### config.mk
export PLATFORM = sky130hd
export DESIGN_NAME = uart_tx_sched_flat
export DESIGN_NICKNAME = d
export VERILOG_FILES = /design/src/rtl/uart_tx_sched_if.sv /design/src/rtl/uart_tx_sched.sv /design/src/flat_wrapper.sv
export SDC_FILE = /design/constraint.sdc
export NUM_CORES = 1
export LEC_CHECK = 0
export ABC_AREA = 1
export CAP_MARGIN = 20
export CORE_AREA = 2 2 103 105
export DETAILED_ROUTE_END_ITERATION = 7
export DIE_AREA = 0 0 105 107
export PLACE_DENSITY_LB_ADDON = 0.2
export SYNTH_ARGS = -nofsm -noshare
export SYNTH_HDL_FRONTEND = slang
export SYNTH_SLANG_ARGS = --single-unit
### constraint.sdc
create_clock -name clk -period 4.3 [get_ports clk]
set_clock_uncertainty 0.1 [all_clocks]
set_input_delay 0.86 -clock clk [delete_from_list [all_inputs] [get_ports clk]]
set_output_delay 0.86 -clock clk [all_outputs]
set_load 0.02 [all_outputs]
### src/rtl/uart_tx_sched_if.sv
// Bundle for uart_tx_sched: four requester byte streams in, one UART TX core
// out, plus clear-to-send and status.
interface uart_tx_sched_if;
    logic [3:0]  req_valid;
    logic [31:0] req_data;
    logic [3:0]  req_last;
    logic [3:0]  req_ready;
    logic [7:0]  tx_data;
    logic        tx_start;
    logic        tx_done;
    logic        cts_n;
    logic [1:0]  grant_id;
    logic        busy;
    logic        timeout_err;

    modport master (
        output req_valid, req_data, req_last, tx_done, cts_n,
        input  req_ready, tx_data, tx_start, grant_id, busy, timeout_err
    );

    modport slave (
        input  req_valid, req_data, req_last, tx_done, cts_n,
        output req_ready, tx_data, tx_start, grant_id, busy, timeout_err
    );
endinterface

### src/rtl/uart_tx_sched.sv
// Round-robin byte scheduler sharing one UART transmitter among four requesters,
// with packet locking, inter-frame gap and a per-frame watchdog.
module uart_tx_sched #(
    parameter int NUM_REQ    = 4,
    parameter int GAP_CYCLES = 16,
    parameter int TIMEOUT    = 131072
) (
    input logic           clk,
    input logic           rst,
    uart_tx_sched_if.slave bus
);
    // state | meaning
    // IDLE  | waiting for cts and an eligible requester; handshake happens here
    // START | one-cycle tx_start pulse to the TX core
    // WAIT  | frame in flight, watchdog running
    // GAP   | enforced idle time between frames
    localparam logic [1:0] S_IDLE  = 2'd0;
    localparam logic [1:0] S_START = 2'd1;
    localparam logic [1:0] S_WAIT  = 2'd2;
    localparam logic [1:0] S_GAP   = 2'd3;

    localparam int TMR_W = (TIMEOUT > 1) ? $clog2(TIMEOUT) : 1;
    localparam int GAP_W = $clog2(GAP_CYCLES + 2);
    localparam logic [TMR_W-1:0] TMR_LAST = TMR_W'(TIMEOUT - 1);
    localparam logic [GAP_W-1:0] GAP_LOAD = GAP_W'((GAP_CYCLES > 0) ? GAP_CYCLES - 1 : 0);

    logic [1:0]       state;
    logic [7:0]       tx_data_q;
    logic [1:0]       grant_q;
    logic             lock;
    logic [1:0]       rr_ptr;
    logic [TMR_W-1:0] timer;
    logic [GAP_W-1:0] gap_cnt;

    logic [3:0] elig;
    logic [1:0] win;
    logic [1:0] cand;
    logic       win_vld;
    logic       handshake;

    // While a packet is open only its owner may be picked, even if it is idle.
    always_comb begin
        if (lock) begin
            elig = bus.req_valid & (4'b0001 << grant_q);
        end else begin
            elig = bus.req_valid;
        end
    end

    always_comb begin
        win     = '0;
        win_vld = 1'b0;
        cand    = '0;
        for (int k = 1; k <= NUM_REQ; k++) begin
            cand = rr_ptr + 2'(k);
            if (!win_vld && elig[cand]) begin
                win     = cand;
                win_vld = 1'b1;
            end
        end
    end

    assign handshake = (state == S_IDLE) && !rst && !bus.cts_n && win_vld;

    assign bus.req_ready   = handshake ? (4'b0001 << win) : 4'b0000;
    assign bus.tx_start    = (state == S_START);
    assign bus.busy        = (state != S_IDLE);
    assign bus.timeout_err = (state == S_WAIT) && !bus.tx_done && (timer == TMR_LAST);
    assign bus.tx_data     = tx_data_q;
    assign bus.grant_id    = grant_q;

    always_ff @(posedge clk or posedge rst) begin
        if (rst) begin
            state     <= S_IDLE;
            tx_data_q <= '0;
            grant_q   <= '0;
            lock      <= 1'b0;
            rr_ptr    <= 2'd3;
            timer     <= '0;
            gap_cnt   <= '0;
        end else begin
            case (state)
                S_IDLE: begin
                    if (handshake) begin
                        tx_data_q <= bus.req_data[{win, 3'b000} +: 8];
                        grant_q   <= win;
                        lock      <= ~bus.req_last[win];
                        rr_ptr    <= win;
                        state     <= S_START;
                    end
                end
                S_START: begin
                    timer <= '0;
                    state <= S_WAIT;
                end
                S_WAIT: begin
                    // A completion in the final watchdog cycle still counts as success.
                    if (bus.tx_done) begin
                        if (GAP_CYCLES == 0) begin
                            state <= S_IDLE;
                        end else begin
                            gap_cnt <= GAP_LOAD;
                            state   <= S_GAP;
                        end
                    end else if (timer == TMR_LAST) begin
                        lock  <= 1'b0;
                        state <= S_IDLE;
                    end else begin
                        timer <= timer + 1'b1;
                    end
                end
                S_GAP: begin
                    if (gap_cnt == '0) begin
                        state <= S_IDLE;
                    end else begin
                        gap_cnt <= gap_cnt - 1'b1;
                    end
                end
                default: state <= S_IDLE;
            endcase
        end
    end
endmodule

### src/flat_wrapper.sv
// flat-port wrapper written by rule: the top's interface ports become plain ports
module uart_tx_sched_flat 
#(
    parameter int NUM_REQ    = 4,
    parameter int GAP_CYCLES = 16,
    parameter int TIMEOUT    = 131072
)
  (clk, rst, bus_req_valid, bus_req_data, bus_req_last, bus_tx_done, bus_cts_n, bus_req_ready, bus_tx_data, bus_tx_start, bus_grant_id, bus_busy, bus_timeout_err);
  uart_tx_sched_if bus_i ();
  input logic clk;
  input logic rst;
  input wire logic [$bits(bus_i.req_valid)-1:0] bus_req_valid;
  input wire logic [$bits(bus_i.req_data)-1:0] bus_req_data;
  input wire logic [$bits(bus_i.req_last)-1:0] bus_req_last;
  input wire logic [$bits(bus_i.tx_done)-1:0] bus_tx_done;
  input wire logic [$bits(bus_i.cts_n)-1:0] bus_cts_n;
  output wire logic [$bits(bus_i.req_ready)-1:0] bus_req_ready;
  output wire logic [$bits(bus_i.tx_data)-1:0] bus_tx_data;
  output wire logic [$bits(bus_i.tx_start)-1:0] bus_tx_start;
  output wire logic [$bits(bus_i.grant_id)-1:0] bus_grant_id;
  output wire logic [$bits(bus_i.busy)-1:0] bus_busy;
  output wire logic [$bits(bus_i.timeout_err)-1:0] bus_timeout_err;
  assign bus_i.req_valid = bus_req_valid;
  assign bus_i.req_data = bus_req_data;
  assign bus_i.req_last = bus_req_last;
  assign bus_i.tx_done = bus_tx_done;
  assign bus_i.cts_n = bus_cts_n;
  assign bus_req_ready = bus_i.req_ready;
  assign bus_tx_data = bus_i.tx_data;
  assign bus_tx_start = bus_i.tx_start;
  assign bus_grant_id = bus_i.grant_id;
  assign bus_busy = bus_i.busy;
  assign bus_timeout_err = bus_i.timeout_err;
  uart_tx_sched #(.NUM_REQ(NUM_REQ), .GAP_CYCLES(GAP_CYCLES), .TIMEOUT(TIMEOUT)) u_core (.clk(clk), .rst(rst), .bus(bus_i));
endmodule
==> results of run 1 <==
==> registers in the layout, summed over array words and instances (netlist names) <==
register and cells:
u_core.bus.tx_data 8, u_core.gap_cnt 5, u_core.bus.grant_id 2, u_core.timer 17, u_core.state 2, u_core.rr_ptr 2
u_core.lock 1
==> final cells by class <==
class / count / share of cell area
Multi-Input combinational cell: 271 / 0.392
Sequential cell: 37 / 0.280
Timing Repair Buffer: 67 / 0.197
Inverter: 48 / 0.0544
Tap cell: 136 / 0.0514
Clock buffer: 6 / 0.0219
Clock inverter: 2 / 0.00302
==> per-layer routing <==
layer | GRT usage | up-vias
met5 | 0 | -
met4 | 0.0314 | 0
met3 | 0.0298 | 6
met2 | 0.190 | 70
met1 | 0.171 | 1057
li1 | - | 1302
==> power groups by stage <==
stage	combinational, mW	clock (mW)	sequential (mW)
after floorplan	1.25	0	0.557
after global placement	1.65	0	0.534
after detailed placement	1.65	0	0.536
after CTS	1.65	0.247	0.530
after global routing	1.87	0.264	0.543
final	1.63	0.236	0.530
==> logic make-up after synthesis <==
family	synth area share
and+or+nand+nor	0.415
adders and majority gates	0.0202
buffers and inverters	0.101
AOI/OAI and AO/OA	0.0824
xor gates and xnor gates	0.00658
DFF	0.375
==> final timing paths <==
| path | from | endpoint | slack (ps) |
|---|---|---|---|
| worst max-delay path | bus_req_valid[2] | bus_req_ready[2] | 220 |
| worst min-delay path | u_core.timer[6] | u_core.timer[6] | 360 |
| worst max register to register | u_core.timer[1] | u_core.timer[6] | 1660 |
| worst min register to register | u_core.timer[6] | u_core.timer[6] | 360 |
| max in group asynchronous | rst | u_core.rr_ptr[0] | 2400 |
| min in group asynchronous | rst | u_core.lock | 990 |
==> worst max-delay path, cell delays in order <==
cell	delay (ps)
clkdlybuf4s50_1	480
nand3_1	100
nand2_1	110
nand2_1	80
nand2_1	120
nor2_4	50
nand2_4	180
nand2_1	100
inv_1	160
nand2_1	110
nor2_1	150
clkdlybuf4s50_1	630
==> through the flow <==
step	instances	total power, mW
4_1_cts	567	2.43
3_5_place_dp	559	2.18
3_3_place_gp	559	2.19
6_report	567	2.40
2_1_floorplan	366	1.81
5_1_grt	567	2.67
==> layout by cell type, fill, tap and decap left out, drive strengths merged, types with 4 or more instances in the layout <==
master         netlist  routed
clkdlybuf4s50        0      60
buf                 10       7
nor2                31      31
nand3               16      16
a21oi               13      13
nand4               18      18
dfrtp               35      35
o21ai               17      17
ha                   4       4
clkbuf               0       6
inv                 48      48
nor3                13      13
nand2              147     147
==> reports/qor.csv, run 1 <==
metric,value,unit
status,finished clean,
dpl.hpwl,5070,um
setup_slack,221,ps
setup_viol,0,
clockBufferDepth,2,
synth_nets,414,
setup.worst_path.start_class,input port,
synth.avg_cell_area,6.76,um^2
wl_met1,3370,um
clk_pin_slew_worst_paths,70,ps
slew_violations,0,
gp_congestion,0.815,
stdcell_area,0.00331,mm^2
final_layout_size_suffix_gt1_frac,0.0789,
htreeDepth,2,
post_dp_cell_area,0.00323,mm^2
synth.distinct_cells,29,
multi_input_area,0.00130,mm^2
relSlewSlack,0.464,
period_share,0.949,
hold_buffers,0,
grt_overflow,0,
worst_r2r_path_depth,15,
yosysSeqAreaShare,0.375,
worst_pin_slew,804,ps
antenna_found_initial,0,
postCtsResizedCells,0,
p_seq_frac,0.221,
cp.required,3340,ps
seq_area,928,um^2
avgViaCountPerCell,4.29,
synth.largest_area_cell,dfrtp_1,
initial_utilization,0.245,
ys_async_sr_fraction,1.00,
worstPathMaxFanout,18,
synth_edf_count,0,
fin_crit,4080,ps
grt_pass1_wl,11400,um
combPwrFrac,0.681,
tns,0,ps
synth_commonest_cells,"nand2_1, inv_1, dfrtp_1",
first_global_vias,2353,
peakVddDrop,0.445,mV
crit_path_end_kind,output port,
hold_viol,0,
nets,478,
hp-class,reg -> reg,
yosys.cell_count.top_type,nand2_1,
finalHoldWorstSlack,361,ps
ios,61,
max_freq,245,MHz
antennaDiodeCount,0,
cp.arrival,3120,ps
dr.pass1.iters,5,
p_int,1.15,mW
wl_per_cell,11.5,um
vias,2435,
dr_wl_met2,2670,um
wl_met3,438,um
netlist_area,0.00247,mm^2
synth_top_cell_area_share,0.354,
die_width,105,um
wl,6540,um
coreArea,0.0101,mm^2
drt-initial-drc-count,105,
p_switching,1.25,mW
worstSkewPairLatency,290,ps
final_core_util,0.328,
drc,0,
cts_setup_buffers,0,
grt.total_usage,0.123,
io_buffers,60,
place_worst_setup_slack,233,ps
grt_max_degree,20,
rsz0062_at_grt,false,
synth_seq_cells,37,
p_sw_frac,0.523,
ant_nets,0,
num_rows,37,
synthCells,366,
cts_buffers,5,
root_buffer,clkbuf_8,
clock_sinks,37,
topRoutingLayerUsed,met4,
area_growth,33.8,%
min_path_cells,1,
nFillCells,1126,
max-cap-violations,0,
p_leak,1.62,nW
yosysWarnings,0,
synthTopCellsByArea,"dfrtp_1, nand2_1, inv_1",
die_h,107,um
critPathKind,in -> out,
p_per_area,724,mW/mm^2
ys.flop_type,dfrtp_1,
cts_tree,done,
die_area,0.0112,mm^2
p_clk_frac,0.098,
No activity file was read; power rests on OpenSTA's default activity.
==> inputs of run 2 (changes only) <==
Settings changed: GPL_TIMING_DRIVEN from default to 0.
==> reports/qor.csv, run 2 (synthesis results as in run 1) <==
metric,value,unit,change
clockBufferDepth,2,,unchanged
postCtsResizedCells,0,,unchanged
gp_congestion,0.806,,-1.1%
setup.worst_path.start_class,input port,,
fin_crit,4070,ps,-12.6 ps
die_width,105,um,unchanged
min_path_cells,1,,unchanged
cts_tree,done,,
mostFrequentLayoutCell,nand2_1,,
max_freq,246,MHz,+0.31%
combPwrFrac,0.676,,-0.005
io_buffers,60,,unchanged
p_leak,1.65,nW,+2.5%
p_switching,1.30,mW,+4.0%
stdcell_area,0.00337,mm^2,+1.7%
peakVddDrop,0.296,mV,-33%
hp-class,reg -> reg,,
initial_utilization,0.245,,unchanged
hold_buffers,0,,unchanged
wl_per_cell,11.8,um,+2.5%
clk_pin_slew_worst_paths,70,ps,about the same
root_buffer,clkbuf_8,,
crit_path_end_kind,output port,,
cp.arrival,3110,ps,about the same
coreArea,0.0101,mm^2,unchanged
ant_nets,0,,unchanged
dpl.hpwl,5240,um,+3.4%
p_clk_frac,0.125,,+0.027
vias,2490,,+2.3%
area_growth,36.1,%,
drt-initial-drc-count,127,,+21%
avgViaCountPerCell,4.37,,+1.7%
cts_setup_buffers,0,,unchanged
first_global_vias,2396,,+1.8%
grt.total_usage,0.121,,-0.00118
wl,6740,um,+3.1%
die_area,0.0112,mm^2,unchanged
post_dp_cell_area,0.00324,mm^2,+0.50%
num_rows,37,,unchanged
tns,0,ps,unchanged
setup_viol,0,,unchanged
cts_buffers,5,,unchanged
p_int,1.27,mW,+11%
final_layout_size_suffix_gt1_frac,0.0899,,+0.0110
ios,61,,unchanged
status,finished clean,,
dr.pass1.iters,4,,-1
grt_max_degree,38,,+90%
largest-register,u_core.timer,,
largest_register_ffs,17,,unchanged
worstSkewPairLatency,290,ps,about the same
finalHoldWorstSlack,371,ps,+10.8 ps
worst_r2r_path_depth,15,,unchanged
drc,0,,unchanged
relSlewSlack,0.473,,+0.00939
grt_pass1_wl,11200,um,-1.2%
clock_sinks,37,,unchanged
grt_overflow,0,,unchanged
nets,481,,+0.63%
antenna_found_initial,0,,unchanged
final_cell_mix,"nand2_1, clkdlybuf4s50_1, inv_1",,
cp.required,3340,ps,about the same
htreeDepth,2,,unchanged
die_h,107,um,unchanged
slew_violations,0,,unchanged
antennaDiodeCount,0,,unchanged
period_share,0.946,,-0.00293
worstPathMaxFanout,10,,-8
worst_pin_slew,789,ps,-14.3 ps
rsz0062_at_grt,false,,
critPathKind,in -> out,,
max-cap-violations,0,,unchanged
p_sw_frac,0.506,,-0.0164
power,2.58,mW,+7.4%
hold_viol,0,,unchanged
p_seq_frac,0.199,,-0.022
p_per_area,765,mW/mm^2,+5.6%
-- run 2: critical path: stages --
cell and delay [ps]:
clkdlybuf4s50_1 490, nand3_1 90, nand2_1 110, nand2_1 90, nand2_2 120, inv_2 60, nand3_4 140, nand3_4 110
buf_6 150, nor3b_1 220, clkdlybuf4s50_1 650
-- run 2: final timing paths --
kind | start | to | slack, ps
worst min register to register | u_core.timer[6] | u_core.timer[6] | 370
min in group asynchronous | rst | u_core.bus.grant_id[0] | 970
worst min-delay path | u_core.timer[6] | u_core.timer[6] | 370
worst max register to register | u_core.timer[1] | u_core.timer[6] | 1650
max in group asynchronous | rst | u_core.timer[4] | 2630
worst max-delay path | bus_req_valid[2] | bus_req_ready[1] | 230
-- run 2: area by class of cell --
class	instances	area [um^2]
clock buffer	6	82.6
tap	136	170
timing repair buffer	60	603
inverter	48	180
sequential	37	928
multi-input combinational	271	1300
clock inverter	2	37.5
buffer	10	68.8
fill	1142	6730
-- run 2: power groups by stage --
| stage | sequential [mW] | combinational, mW | clock [mW] |
|---|---|---|---|
| 2_1_floorplan | 0.557 | 1.25 | 0 |
| 3_3_place_gp | 0.518 | 1.75 | 0 |
| 3_5_place_dp | 0.520 | 1.76 | 0 |
| 4_1_cts | 0.513 | 1.77 | 0.333 |
| 5_1_grt | 0.524 | 1.96 | 0.348 |
| 6_report | 0.513 | 1.74 | 0.322 |
-- run 2: metal layers --
layer,part of all wire,global-route usage,wire [um],up-vias
li1,-,-,-,1303
met1,0.52,0.165,3510,1121
met2,0.42,0.194,2870,60
met3,0.045,0.0292,303,6
met4,0.0092,0.0295,62,0
met5,0,0,0,-
-- run 2: stage by stage --
stage               std cells  setup slack [ps]   util
CTS                       570               154  0.333
finish                    570               234  0.334
detailed placement        562               164  0.321
global route              570              71.9  0.334
floorplan                 366              1190      -
global placement          562               160  0.321
==> inputs of run 3 (changes only) <==
Settings changed: SLEW_MARGIN from default to 20.
Clock period 4.3 ns to 5.1 ns, I/O delays scaled along.
==> reports/qor.csv, run 3 (synthesis results as in run 1) <==
metric,value,unit,change
status,finished clean,,
nets,482,,+0.21%
rrSetupSlack,2430,ps,+780 ps
antenna_found_initial,0,,unchanged
min_path_cells,1,,unchanged
dr_wl_met2,2830,um,-1.2%
avgViaCountPerCell,4.34,,-0.62%
wl_per_cell,11.8,um,-0.49%
die_area,0.0112,mm^2,unchanged
cts_buffers,5,,unchanged
hold_end,u_core.timer[6],,
tns,0,ps,unchanged
p_leak,1.63,nW,-1.3%
rr_endpoint,u_core.timer[8],,
grt.total_usage,0.122,,+0.000224
rsz0062_at_grt,false,,
cp.required,3980,ps,+640 ps
peakVddDrop,0.232,mV,-22%
initial_utilization,0.245,,unchanged
wl_met1,3350,um,-4.5%
crit_top_cell,nand2_1,,
worst_r2r_path_depth,14,,-1
first_global_vias,2350,,-1.9%
gp_congestion,0.806,,unchanged
hold_buffers,0,,unchanged
crit_path_end_kind,output port,,
drc,0,,unchanged
setup.worst_path.start_class,input port,,
grt_pass1_wl,11200,um,-0.25%
vias,2479,,-0.44%
ios,61,,unchanged
ant_nets,0,,unchanged
fin_crit,4450,ps,
num_rows,37,,unchanged
critPathKind,in -> out,,
clockBufferDepth,2,,unchanged
nFillCells,1144,,+0.18%
slew_violations,0,,unchanged
dr.pass1.iters,5,,+1
hold_viol,0,,unchanged
worst_pin_slew,408,ps,-381 ps
grt_overflow,0,,unchanged
worstSkewPairLatency,290,ps,about the same
post_dp_cell_area,0.00326,mm^2,+0.62%
largest_register_ffs,17,,unchanged
period_share,0.873,,
final_core_util,0.332,,-0.00198
cts_tree,done,,
coreArea,0.0101,mm^2,unchanged
max-cap-violations,0,,unchanged
cp.arrival,3330,ps,+220 ps
drt-initial-drc-count,116,,-8.7%
root_buffer,clkbuf_8,,
postCtsResizedCells,0,,unchanged
grt_max_degree,30,,-21%
final_layout_size_suffix_gt1_frac,0.0897,,-0.000207
antennaDiodeCount,0,,unchanged
stdcell_area,0.00335,mm^2,-0.59%
mostFrequentLayoutCell,nand2_1,,
clk_pin_slew_worst_paths,70,ps,about the same
topRoutingLayerUsed,met4,,
die_h,107,um,unchanged
wl,6720,um,-0.31%
max_freq,225,MHz,
r2r-start,u_core.timer[1],,
crit_chain,clkdlybuf4s50_1 -> nand3_1 -> nand2_1 -> nand2_1 -> o21ai_0 -> nand2_1 -> nand2_1 -> buf_2 -> nand2_1 -> nor2_1 -> clkdlybuf4s50_1,,
setup_slack,647,ps,+414 ps
setup_viol,0,,unchanged
dpl.hpwl,5290,um,+0.90%
clock_sinks,37,,unchanged
min_from,u_core.timer[6],,
cts_setup_buffers,0,,unchanged
p_per_area,628,mW/mm^2,-18%
htreeDepth,2,,unchanged
largest-register,u_core.timer,,
relSlewSlack,0.726,,+0.253
io_buffers,60,,unchanged
cp_slowest_cell,clkdlybuf4s50_1,,
place_worst_setup_slack,651,ps,+487 ps
finalHoldWorstSlack,372,ps,+0.233 ps
slowest_delay,620,ps,-30 ps
final_cell_mix,"nand2_1, clkdlybuf4s50_1, inv_1",,
area_growth,35.3,%,
hp-class,reg -> reg,,
wl_met3,464,um,+53%
die_width,105,um,unchanged
worstPathMaxFanout,10,,unchanged
-- run 3: cell count changes in the layout (fill, tap and decap cells not counted), sizes merged --
cell / delta
bufinv: -1
clkinv: +2
buf: +1
clkdlybuf4s50: +1
clkinvlp: -1
dlymetal6s2s: -1
-- run 3: critical path: cells and delay by family --
family,cells,cell delay [ps]
simple gates,7,740
buf+inv,3,1340
compound gates,1,230
-- run 3: cell type report --
type / instances / area (um^2) / area share
Tap cell: 136 / 170 / 0.0508
Timing Repair Buffer: 61 / 621 / 0.185
Buffer: 10 / 68.8 / 0.0206
Clock buffer: 6 / 72.6 / 0.0217
Sequential cell: 37 / 928 / 0.277
Inverter: 48 / 180 / 0.0538
Clock inverter: 2 / 10.0 / 0.00299
Multi-Input combinational cell: 271 / 1300 / 0.387
-- run 3: power by group --
group          internal (mW)  switching [mW]  leakage, nW  total, mW
logic                  0.542           0.927         1.12       1.47
clock network         0.0948           0.106       0.0450      0.201
registers              0.373          0.0594        0.470      0.433
-- run 3: metal layers --
metal  vias up  GRT usage
met3         7     0.0304
met4         0     0.0362
met2        71      0.187
li1       1301          -
met5         -          0
met1      1100      0.168
-- run 3: how the worst max path moves through the flow --
| stage | startpoint | endpoint | depth (start not counted) | slack, ps |
|---|---|---|---|---|
| after floorplan | bus_req_valid[3] | bus_req_ready[1] | 10 | 1670 |
| after global placement | bus_req_valid[3] | bus_req_ready[2] | 11 | 640 |
| after detailed placement | bus_req_valid[2] | bus_req_ready[2] | 11 | 650 |
| after CTS | bus_req_valid[2] | bus_req_ready[2] | 11 | 640 |
| after global routing | bus_req_valid[1] | bus_req_ready[2] | 12 | 460 |
| final | bus_req_valid[2] | bus_req_ready[2] | 11 | 650 |
-- run 3: per-stage QoR --
step | total power, mW | cells
2_1_floorplan | 1.53 | 366
3_3_place_gp | 1.91 | 562
3_5_place_dp | 1.92 | 563
4_1_cts | 2.13 | 571
5_1_grt | 2.32 | 571
6_report | 2.10 | 571
==> RTL edit: new RTL, config.mk and constraints of run 3 <==
Register the output `bus.timeout_err`; this adds one clock of latency there.
--- a/src/rtl/uart_tx_sched.sv
+++ b/src/rtl/uart_tx_sched.sv
@@ -65,7 +65,9 @@
     assign bus.req_ready   = handshake ? (4'b0001 << win) : 4'b0000;
     assign bus.tx_start    = (state == S_START);
     assign bus.busy        = (state != S_IDLE);
-    assign bus.timeout_err = (state == S_WAIT) && !bus.tx_done && (timer == TMR_LAST);
+    always_ff @(posedge clk) begin
+        bus.timeout_err <= (state == S_WAIT) && !bus.tx_done && (timer == TMR_LAST);
+    end
     assign bus.tx_data     = tx_data_q;
     assign bus.grant_id    = grant_q;
 
Check against the original RTL: no difference found for any inputs over 10 cycles, from zero or initial values and one cycle with rst high; that may be too few to reach the edited logic, so the function may still have changed.
==> RTL edit against run 3 <==
- total power rose by 11%
- largest power group unchanged
- die area did not move
- register-to-register slack got worse by 40 ps
- setup slack got worse by 84 ps
- cell area rose by 3.7%
- sequential cell count rose by 1
- hold slack improved by 14 ps
- synthesized area rose by 2.6%
- combinational power rose by 7%
- wire length fell by 3.1%
- non-clock buffer count fell by 1
==> RTL edit: results <==
setup_path:
  critical_path_arrival_ps: 3420
  worst-r2r-cell-count: 17
global_route:
  groute.layer.met2.usage_pct: 20.1
  groute.usage.overall_pct: 12.1
  grt_pass1_vias: 2423
  grt_start_max_net_pins: 28
pwr:
  max-vdd-ir-drop_mv: 0.197
  power.static_leakage_nw: 1.60
  sw_frac_of_total_pct: 49.9
  comb_power_share_pct: 67.5
  clock_power_share_pct: 13.4
detailed_routing:
  detailedRoute.firstPassIterationCount: 4
  via_per_inst: 4.36
  wl_met3_um: 325
  dr_wl_met2_mm: 2.92
  wl_per_cell_um: 11.7
  wirelength_met1_mm: 3.20
outcome:
  outcome: "finished, final reports clean"
hold_path:
  timing.hold.worst_path_depth: 2
final_layout:
  final_layout_size_suffix_gt1_share_pct: 13.1
  layout.nets: 466
logic_synthesis:
  synthesized_nets: 398
  synth_sequential_area_ratio_pct: 37.4
  postSynth.asyncResetShare_pct: 97.4
  leading_cell_types_by_count_after_synthesis: "122 x sky130_fd_sc_hd__nand2_1, 35 x sky130_fd_sc_hd__dfrtp_1, 27 x sky130_fd_sc_hd__inv_1, 26 x sky130_fd_sc_hd__nand3_1, 21 x sky130_fd_sc_hd__nor2_1"
  synth_cell_types: 38
place:
  placement.cell_area_mm2: 0.00333
## RTL edit: cell types whose count changed after synthesis, sizes merged, moves of 7 or more
| cell | delta |
|---|---|
| nor2 | -7 |
| nand2 | -14 |
| nand3 | +15 |
| inv | -12 |
## RTL edit: logic make-up (layout without fill, tap and decap cells)
family	Yosys count	count (layout)	synth area share (%)
simple gates	224	224	43.0
buf+inv	45	114	8.14
flops	38	38	37.4
compound gates	37	37	8.04
fa+ha+maj	4	4	1.97
xor+xnor	2	2	1.43
## RTL edit: final cells by class
class	count	area, µm²	share of cell area, %
clock buffer	6	82.6	2.38
multi-input combinational	267	1380	39.8
clock inverter	2	60.1	1.73
tap	136	170	4.90
inverter	36	135	3.89
sequential	38	948	27.3
timing repair buffer	61	621	17.9
buffer	9	71.3	2.05
## RTL edit: path summary, 6_finish.rpt
path | from | end
setup reg to reg | u_core.timer[0]$_DFFE_PP0P_ | u_core.timer[15]$_DFFE_PP0P_
max in group asynchronous | rst | u_core.rr_ptr[1]$_DFFE_PP1P_
setup / recovery | bus_req_valid[2] | bus_req_ready[2]
min in group asynchronous | rst | u_core.timer[14]$_DFFE_PP0P_
hold / removal | u_core.bus.tx_data[3]$_DFFE_PP0P_ | u_core.bus.tx_data[3]$_DFFE_PP0P_
hold reg to reg | u_core.bus.tx_data[3]$_DFFE_PP0P_ | u_core.bus.tx_data[3]$_DFFE_PP0P_
## RTL edit: per-stage QoR
stage	setup slack [ps]	util, %	instances	hold slack, ps	power [W]
2_1_floorplan	1150	-	350	350	0.00164
3_3_place_gp	-202	32.8	546	361	0.00205
3_5_place_dp	562	33.0	547	365	0.00204
4_1_cts	555	34.4	555	386	0.00237
5_1_grt	385	34.4	555	422	0.00256
6_report	564	34.4	555	386	0.00233
